### src/rtl/nibble_pack_stream.sv
// nibble_pack_stream: packs a stream of 4-bit nibbles into NIBBLES-wide words.
// Valid/ready contract (both sides): a transfer happens on a rising clock edge
// where valid & ready are both 1; a producer holding valid keeps its data
// stable until that edge, and valid may be withdrawn before a transfer.
// A partial word can be closed early with a single-cycle flush; unfilled slots
// read as zero and the word is tagged with out_last.
module nibble_pack_stream #(
  parameter int NIBBLES   = 2,
  parameter bit LSB_FIRST = 1'b1
) (
  input  logic                   clk,
  input  logic                   rst_n,
  input  logic                   in_valid,
  output logic                   in_ready,
  input  logic [3:0]             in_data,
  input  logic                   flush,
  output logic                   out_valid,
  input  logic                   out_ready,
  output logic [4*NIBBLES-1:0]   out_data,
  output logic                   out_last,
  output logic [3:0]             fill_cnt,
  output logic                   state
);

  localparam int W = 4 * NIBBLES;

  typedef logic [3:0]   nibble_t;
  typedef logic [W-1:0] word_t;

  // FILL: accumulating nibbles; HOLD: a finished word is presented downstream.
  typedef enum logic {
    FILL = 1'b0,
    HOLD = 1'b1
  } state_t;

  state_t  cur_state;
  word_t   acc;
  word_t   merged;
  nibble_t nibble;
  logic    accept;
  logic    last_slot;

  assign nibble    = nibble_t'(in_data);
  // In HOLD a nibble may only enter when the held word retires in the same cycle.
  assign in_ready  = (cur_state == FILL) ? 1'b1 : out_ready;
  assign out_valid = (cur_state == HOLD);
  assign accept    = in_valid & in_ready;
  assign last_slot = (fill_cnt == 4'(NIBBLES - 1));
  assign state     = cur_state;

  // Accumulator with the incoming nibble placed in slot fill_cnt. In HOLD the
  // accumulator is zero and fill_cnt is zero, so this yields a slot-0 word.
  always_comb begin
    merged = acc;
    for (int i = 0; i < NIBBLES; i++) begin
      if (fill_cnt == 4'(i)) begin
        if (LSB_FIRST) merged[4*i +: 4] = nibble;
        else           merged[4*(NIBBLES-1-i) +: 4] = nibble;
      end
    end
  end

  // Pack/hold state machine with registered word, last flag and fill count.
  always_ff @(posedge clk or negedge rst_n) begin
    if (!rst_n) begin
      cur_state <= FILL;
      acc       <= '0;
      fill_cnt  <= '0;
      out_data  <= '0;
      out_last  <= 1'b0;
    end else begin
      case (cur_state)
        FILL: begin
          if (accept && (last_slot || flush)) begin
            // Word complete, or closed by flush including this nibble.
            out_data  <= merged;
            out_last  <= flush;
            cur_state <= HOLD;
            fill_cnt  <= '0;
            acc       <= '0;
          end else if (accept) begin
            acc      <= merged;
            fill_cnt <= fill_cnt + 4'd1;
          end else if (flush && (fill_cnt != 4'd0)) begin
            // Close the partial word; empty accumulator flushes are ignored.
            out_data  <= acc;
            out_last  <= 1'b1;
            cur_state <= HOLD;
            fill_cnt  <= '0;
            acc       <= '0;
          end
        end
        HOLD: begin
          if (out_ready) begin
            if (accept && flush) begin
              // Retire and immediately present a one-nibble partial word.
              out_data <= merged;
              out_last <= 1'b1;
            end else if (accept) begin
              // Retire and start the next word without a bubble.
              acc       <= merged;
              fill_cnt  <= 4'd1;
              cur_state <= FILL;
            end else begin
              cur_state <= FILL;
            end
          end
        end
        default: cur_state <= FILL;
      endcase
    end
  end

endmodule

### config.mk
export PLATFORM = sky130hd
export DESIGN_NAME = nibble_pack_stream
export DESIGN_NICKNAME = d
export VERILOG_FILES = /design/src/rtl/nibble_pack_stream.sv
export SDC_FILE = /design/constraint.sdc
export NUM_CORES = 1
export LEC_CHECK = 0
export CAP_MARGIN = 20
export CORE_MARGIN = 2
export CORE_UTILIZATION = 40
export CTS_BUF_LIST = sky130_fd_sc_hd__clkbuf_2 sky130_fd_sc_hd__clkbuf_4 sky130_fd_sc_hd__clkbuf_8
export DETAILED_ROUTE_END_ITERATION = 8
export PLACE_DENSITY_LB_ADDON = 0.25
export SKIP_CTS_REPAIR_TIMING = 1
export SLEW_MARGIN = 20
export SYNTH_ARGS = -nofsm -noshare
export SYNTH_HDL_FRONTEND = slang
export SYNTH_SLANG_ARGS = --single-unit
### constraint.sdc
create_clock -name clk -period 2.2 [get_ports clk]
set_input_delay 0.44 -clock clk [delete_from_list [all_inputs] [get_ports clk]]
set_output_delay 0.44 -clock clk [all_outputs]
set_load 0.05 [all_outputs]
# After elaboration in Yosys (flattened, before gate mapping)
# Cells that the tools add are included.
[op_classes] n_eq_ne=8 n_div=0 mux=35 reduce_logical=8 bitwise_logic=2 add_sub_neg=1 n_lt_le_gt_ge=0 n_mul=0 n_shift=0
[op_table] operator="2-to-1 mux 8 bit" count=12
[op_table] operator="one-hot mux 8 bit (2 select lines)" count=2
[op_table] operator="2-to-1 mux 4 bit" count=7
[op_table] operator="2-to-1 mux 1 bit" count=11
[op_table] operator="one-hot mux 4 bit (2 select lines)" count=1
[op_table] operator="AND reduction 4 bit" count=2
[op_table] operator="adder 4 x 1 -> 4 bit (second input constant)" count=1
[op_table] operator="equality test 4 x 1 -> 1 bit (second input constant)" count=1
[op_table] operator="zero test 4 bit" count=1
[op_table] operator="!= test 2 x 1 -> 1 bit (second input constant)" count=2
[op_table] operator="!= test 2 bit (second input constant)" count=2
[op_table] operator="!= test 4 x 2 -> 1 bit (second input constant)" count=1
[op_table] operator="one-hot mux 1 bit (2 select lines)" count=2
[op_table] operator="nonzero test 4 bit" count=1
[op_table] operator="logical AND 1 bit" count=3
[op_table] operator="!= test 3 x 1 -> 1 bit (second input constant)" count=1
[op_table] operator="!= test 3 x 2 -> 1 bit (second input constant)" count=1
[op_table] operator="bitwise AND 1 bit" count=1
[op_table] operator="logical OR 1 bit" count=1
[op_table] operator="inverter 1 bit" count=1
[word_totals] latchBits=0 in_bits=9 memories=0 romBits=0 register_bits=22 ram_bits=0 word_cells=59

# Depth between registers and ports, before layout
# Gate-level depths: netlist of the first run.
[depth] word_depth=7 ltp_mapped=8

# Worst setup path after synthesis of the first run
# OpenSTA, ideal clock, no wires.
[synth_timing] kind="reg-to-reg" startpoint="register fill_cnt[0]" endpoint="register out_data[4]" stages_incl_launch_ff=7 slack_ns=-0.129 required_ns=2.075 setup_time_ns=0.125 arrival_time_ns=2.204 path_cell_list="dfrtp_1 -> ha_1 -> or3b_1 -> buf_4 -> nor2_2 -> mux2_2 -> mux2_4"
[synth_via] elab_chain_cells=5 elab_cells_between_ends=13 classes_between="eq/ne: 3; mux: 5; reduce/logical: 5"
[synth_rtl] element="start: declaration" line_no="21" source="output logic [3:0] fill_cnt,"
[synth_rtl] element="start signal: assignment" line_no="83" source="fill_cnt <= fill_cnt + 4'd1;"
[synth_rtl] element="equality test 4 x 1 -> 1 bit" line_no="48, 56"
[synth_rtl] element="2-to-1 mux 8 bit / logical OR 1 bit (equally long branches)" line_no="56, 74"
[synth_rtl] element="2-to-1 mux 8 bit / logical AND 1 bit (equally long branches)" line_no="95, 74"
[synth_rtl] element="2-to-1 mux 8 bit, or another cell as far along" line_no="94" source="if (out_ready) begin"
[synth_rtl] element="one-hot mux 8 bit (2 select lines) / AND reduction 4 bit (equally long branches)"
[synth_rtl] element="end signal: assignment" line_no="76" source="out_data <= merged;"
[synth_rtl] element="end signal: assignment" line_no="97" source="out_data <= merged;"
[synth_rtl] element="end: declaration" line_no="19" source="output logic [4*NIBBLES-1:0] out_data,"
# Several ways; a longest one is shown, not always the timed one. The select of a mux whose other input is x is not followed.
# A chain may end at the register's enable or synchronous reset.

# Worst setup path in the final report of the first run
[layout_timing] startpoint="register fill_cnt[1]" endpoint="register out_data[4]"
# Same word-level chain as after synthesis.

==> flow_summary_export.csv, run 1 <==
group,metric,value,unit
synthesis,yosysWarnings,0,
sta,finalMaxSlewViolations,0,
setup_path,crit_family,"simple AND/OR/NAND/NOR gates",
worst_hold_path,holdCritPathClass,"in2async",
floorplan,core-area,0.002805,mm²
finish,nFillCells,242,
routing,drc,2,
setup_path,startpoint_type,"flop",
setup_path,crit_type,"reg2reg",
power,peakVddDrop,770.8,µV
sta,setup_viol,0,
clock_tree,clockRootBuffer,"clkbuf_4",
synthesis,ys_seq_elements,22,
sta,setup_slack,88.83,ps
routing,vias,860,
sta,fin_crit,2111,ps
clock_tree,clock_path_buffers,2,
clock_tree,cts.clk_slew.worst_paths,130,ps
global_route,grt_pass1_vias,912,
floorplan,pin_count,25,
clock_tree,cts_tree,"yes",
synthesis,synth_top_area_cell,"dfrtp_1",
sta,tightestPinTransition,519.4,ps
clock_tree,clkSinkCount,22,
place,dp_slack,-20.07,ps
synthesis,syn_area,0.001207,mm²
finish,design_area,0.001632,mm²
setup_path,arrival,2320,ps
routing,dr.pass1.iters,6,
sta,rsz0062_at_grt,"no",
sta,fmax,473.7,MHz
routing,first_iter_violations,20,
floorplan,die_y,58.94,µm
global_route,grt_usage,16.60,%
place,hpwlAfterDp,1.866,mm
outcome,violations,"DRC",
synthesis,yosysTopAreaCellShare,45.60,%
synthesis,synth_cell_types,32,
global_route,overflow,0,
setup_path,critPathSlowestCell,"dfrtp_2",
routing,wl_per_cell,15.67,µm
floorplan,die-area,0.003474,mm²
synthesis,syn-mean-instance-area,12.71,µm²
floorplan,start_util,43.04,%
synthesis,netlist_instances,95,
finish,diodes,0,
finish,stdcell_count,162,
sta,fin_skew,3.252,ps
power,total_power,2.493,mW
place,io_buffer_count,24,
setup_path,critPathMaxFanout,4,
flow_run,max_cap_viol_count,0,
sta,finalCritPeriodShare,95.96,%
synthesis,yosysSeqAreaShare,45.60,%
finish,final_nets,144,
power,leakage,0.7503,nW
setup_path,slowest_delay,450,ps
routing,viasPerCell,5.309,
setup_path,crit_chain,"inv_1, ha_1, or3b_4, nor2_4, mux2_2, mux2_4",
setup_path,endpoint_kind,"flop",
sta,setup_tns,0,ps
routing,wirelength,2.539,mm
finish,synthToLayoutAreaGrowth,35.13,%
global_route,antenna_found_initial,0,
global_route,grt_pass1_wl,4.367,mm
setup_path,path_buf_inv,1,
place,place_inst,158,
sta,finalHoldViolations,0,
clock_tree,cts_buffers,3,
place,place_area,0.001572,mm²
synthesis,syn-num-nets,107,
finish,drive_gt1_share,33.59,%
place,gp_congestion,0.7911,
clock_tree,clock_latency,310,ps
floorplan,die_w,58.94,µm
global_route,grt_max_degree,23,
sta,relSlewSlack,65.38,%
power,p_per_area,1528,mW/mm²
synthesis,synth.area.top_cells,"dfrtp_1 46%, mux2_4 9.9%, mux2_2 7.5%, a22o_1 5.8%, ha_1 3.1%",
outcome,outcome,"finished with violations",
floorplan,num_rows,19,
clock_tree,cts.htree.levels,1,
setup_path,crit_required,2410,ps
routing,antenna_left,0,
==> where the power goes <==
part	internal, mW	switching, mW	total (mW)
Clock	0.184	0.129	0.313
Combinational	0.716	0.818	1.53
Sequential	0.547	0.0987	0.646
==> layout make-up <==
type	count	area (µm²)	area share, %
flip-flops and latches	22	553.0	33.90
repair buffers	36	352.8	21.63
well taps	31	38.79	2.377
multi-input cells	66	623.1	38.19
clock buffers	3	22.52	1.380
clock inverters	1	30.03	1.840
inverters	3	11.26	0.6902
==> routing by layer <==
metal | routed length, µm | global-route usage (%) | vias up
met4 | 17 | 4.870 | 0
met5 | 0 | 0 | -
met2 | 1180 | 26.51 | 22
met1 | 1236 | 23.56 | 412
met3 | 105 | 2.198 | 2
li1 | - | - | 424
==> cells by family after synthesis <==
kind of cell / synth area share (%)
flip-flops: 45.60
AND/OR/NAND/NOR: 14.20
AO/OA/AOI/OAI: 16.27
multiplexers: 17.41
adder cells (fa/ha/maj): 3.109
buffers and inverters: 3.419
==> flip-flops by register name, summed over array words and instances (netlist names) <==
name       count
fill_cnt       4
acc            8
out_valid      1
out_last       1
out_data       8
==> per-stage QoR <==
step	util, %	hold WS (ps)
after global placement	56.02	478.7
after detailed placement	56.02	481.3
final	58.16	453.5
after CTS	57.89	465.5
after floorplan	-	144.4
after global routing	58.16	480.2
==> final timing paths <==
path                        startpoint     endpoint  slack [ps]  depth (start not counted)
max in group asynchronous        rst_n  fill_cnt[1]        1500                          2
setup reg to reg           fill_cnt[1]  out_data[4]          90                          6
min in group clk                acc[3]       acc[3]         510                          1
hold reg to reg                 acc[3]       acc[3]         510                          1
setup / recovery           fill_cnt[1]  out_data[4]          90                          6
hold / removal                   rst_n  fill_cnt[0]         450                          2
==> placed cells by master (no fill, tap or decap), drive strengths merged, types with 2 or more instances in the layout <==
cell           count
clkdlybuf4s50     23
dfrtp             22
mux2              16
buf               13
a22o               8
nor2               8
o21ai              5
nor3b              4
inv                3
nand2b             3
ha                 3
clkbuf             3
nand3b             2
a21o               2
a21oi              2
nor4b              2
==> cell usage after synthesis <==
master	number
o211ai_4	1
o22ai_1	1
o21bai_1	1
mux2_2	8
nor4b_4	1
nor3b_2	1
or3b_1	1
buf_4	2
clkbuf_1	1
o21a_1	1
nor2_2	2
nor2_1	6
o21ai_0	3
dfrtp_1	22
a21oi_1	2
a21o_1	2
o21ai_2	2
nand4_1	1
buf_6	1
o2bb2ai_1	1
mux2_4	8
a211oi_1	1
a32o_1	1
nand3b_1	2
ha_1	3
nor3b_1	3
inv_1	3
a22o_1	8
and2b_1	1
nand2b_1	3
nor4b_2	1
and3_1	1
Power figures use the tool's default switching activity.
==> inputs of run 2 (changes only) <==
- CTS_CLUSTER_SIZE: not set -> 24
- GPL_ROUTABILITY_DRIVEN: not set -> 0
==> results of run 2 <==
The final DEF is identical to that of run 1; final timing and power are the same.
==> inputs of run 3 (changes only) <==
- ABC_AREA: not set -> 1
==> run 3 against run 2 <==
Effect of this change: the flow now finishes without violations; global-route usage is 0.75 points higher; critical endpoint is now fill_cnt[2]; final cell count is 41% higher; synthesized area is 5.9% higher.
==> flow_summary_export.csv, run 3 <==
group,metric,value,unit
synthesis,synth.area.top_cells,"dfrtp_1 43%, nand2_1 13%, nand3_1 8.2%, o21ai_0 7.4%, inv_1 5.0%",
sta,fin_crit,2089,ps
finish,layout_commonest_cell,"nand2_1",
synthesis,syn-num-nets,171,
clock_tree,clock_path_buffers,2,
synthesis,syn_area,0.001279,mm²
floorplan,start_util,41.89,%
setup_path,crit_chain,"clkdlybuf4s50_1",
setup_path,arrival,1650,ps
sta,setup_slack,110.7,ps
place,place_area,0.001569,mm²
synthesis,synthArstFlopShare,100.0,%
setup_path,critPathSlowestCell,"clkdlybuf4s50_1",
clock_tree,cts_buffers,3,
setup_path,startpoint_type,"flop",
finish,design_area,0.001622,mm²
floorplan,pin_count,25,
global_route,grt_max_degree,23,
setup_path,crit_type,"reg2out",
synthesis,yosysTopAreaCellShare,43.05,%
setup_path,path_buf_inv,1,
global_route,antenna_found_initial,0,
finish,drive_gt1_share,9.730,%
synthesis,synth_top_area_cell,"dfrtp_1",
finish,nFillCells,322,
floorplan,die_w,60.54,µm
clock_tree,cts.clk_slew.worst_paths,130,ps
global_route,overflow,0,
clock_tree,clock_latency,320,ps
synthesis,ys_seq_elements,22,
sta,setup_viol,0,
routing,antenna_left,0,
routing,drc,0,
clock_tree,cts.htree.levels,1,
routing,wirelength,2.797,mm
sta,finalHoldViolations,0,
global_route,grt_usage,17.35,%
synthesis,synth_most_common_cell,"nand2_1",
setup_path,crit_required,1760,ps
sta,fin_skew,6.867,ps
setup_path,critPathMaxFanout,5,
place,io_buffer_count,24,
sta,finalCritPeriodShare,94.97,%
clock_tree,cts_tree,"yes",
sta,finalMaxSlewViolations,0,
finish,layout.cells.most_common_list,"44 x nand2_1, 23 x clkdlybuf4s50_1, 22 x dfrtp_1",
sta,setup_tns,0,ps
synthesis,yosysWarnings,0,
place,hpwlAfterDp,2.055,mm
finish,synthToLayoutAreaGrowth,26.81,%
synthesis,synth_edf_count,0,
clock_tree,clkSinkCount,22,
sta,fmax,478.6,MHz
global_route,grt_pass1_wl,4.740,mm
routing,dr.pass1.iters,4,
floorplan,die-area,0.003665,mm²
flow_run,max_cap_viol_count,0,
routing,first_iter_violations,54,
setup_path,slowest_delay,840,ps
synthesis,netlist_instances,159,
floorplan,num_rows,20,
power,p_per_area,1695,mW/mm²
finish,diodes,0,
power,leakage,0.7878,nW
synthesis,yosysSeqAreaShare,43.05,%
finish,final_nets,198,
outcome,outcome,"completed",
worst_hold_path,holdCritPathClass,"in2async",
setup_path,endpoint_kind,"output port",
setup_path,crit_family,"buffers and inverters",
sta,tightestPinTransition,498.2,ps
synthesis,yosys-top-cells-count,"44 x nand2_1, 22 x dfrtp_1, 21 x nand3_1",
sta,relSlewSlack,66.68,%
finish,reg_top3,"acc: 8 flops, out_data: 8 flops, fill_cnt: 4 flops",
power,peakVddDrop,576.2,µV
routing,wl_per_cell,12.21,µm
synthesis,syn-mean-instance-area,8.042,µm²
global_route,grt_pass1_vias,1059,
power,total_power,2.748,mW
sta,rsz0062_at_grt,"no",
routing,vias,1125,
routing,viasPerCell,4.913,
synthesis,synth_ff_type,"dfrtp_1",
place,dp_slack,156.3,ps
synthesis,synth_cell_types,21,
floorplan,die_y,60.54,µm
clock_tree,clockRootBuffer,"clkbuf_4",
floorplan,core-area,0.003053,mm²
run 3: power by group:
group	internal (mW)	total, mW	leakage, nW	switching (mW)
Combinational	0.578	1.76	0.482	1.18
Sequential	0.572	0.672	0.277	0.100
Clock	0.184	0.316	0.0279	0.132
run 3: layer usage:
layer | wire length, µm | share of wire (%) | track usage [%] | vias up
li1 | - | - | - | 567
met1 | 1317 | 47 | 23.82 | 527
met2 | 1300 | 46 | 27.95 | 26
met3 | 131 | 4.7 | 1.919 | 5
met4 | 47 | 1.7 | 7.453 | 0
met5 | 0 | 0 | 0 | -
run 3: kinds of logic (layout without fill, tap and decap cells):
kind of cell             count (synthesis)  count (layout)  share of synthesized area [%]
AO/OA/AOI/OAI                           24              24                          11.25
XOR/XNOR                                 2               2                          1.370
adder cells (fa/ha/maj)                  3               3                          2.936
buffers and inverters                   22              48                          7.631
flip-flops                              22              22                          43.05
AND/OR/NAND/NOR                         86              86                          33.76
run 3: path summary, 6_finish.rpt:
kind	start	endpoint	slack (ps)	depth (start not counted)
setup / recovery	fill_cnt[2]	fill_cnt[2]	110	1
hold / removal	rst_n	fill_cnt[3]	460	2
setup reg to reg	fill_cnt[0]	acc[0]	540	8
hold reg to reg	out_data[7]	out_data[7]	490	2
max in group asynchronous	rst_n	out_data[1]	1510	2
min in group clk	out_data[7]	out_data[7]	490	2
run 3: layout make-up:
type,instances,area [µm²],area share [%]
flip-flops and latches,22,550.5,33.95
multi-input cells,115,630.6,38.89
inverters,18,67.56,4.167
well taps,44,55.05,3.395
clock inverters,1,30.03,1.852
repair buffers,26,265.3,16.36
clock buffers,3,22.52,1.389
run 3: metrics by stage:
step	instances	utilization (%)	hold slack (ps)
2_1_floorplan	159	-	144.4
3_3_place_gp	225	51.39	469.8
3_5_place_dp	225	51.39	469.8
4_1_cts	229	53.11	471.4
5_1_grt	229	53.11	495.8
6_report	229	53.11	457.9
run 3: worst reg2reg max path, delay by kind of cell, from the launching register on:
family | cells | cell delay [ps]
buffers and inverters | 2 | 300
flip-flops | 1 | 480
AND/OR/NAND/NOR | 3 | 300
adder cells (fa/ha/maj) | 1 | 240
AO/OA/AOI/OAI | 2 | 250
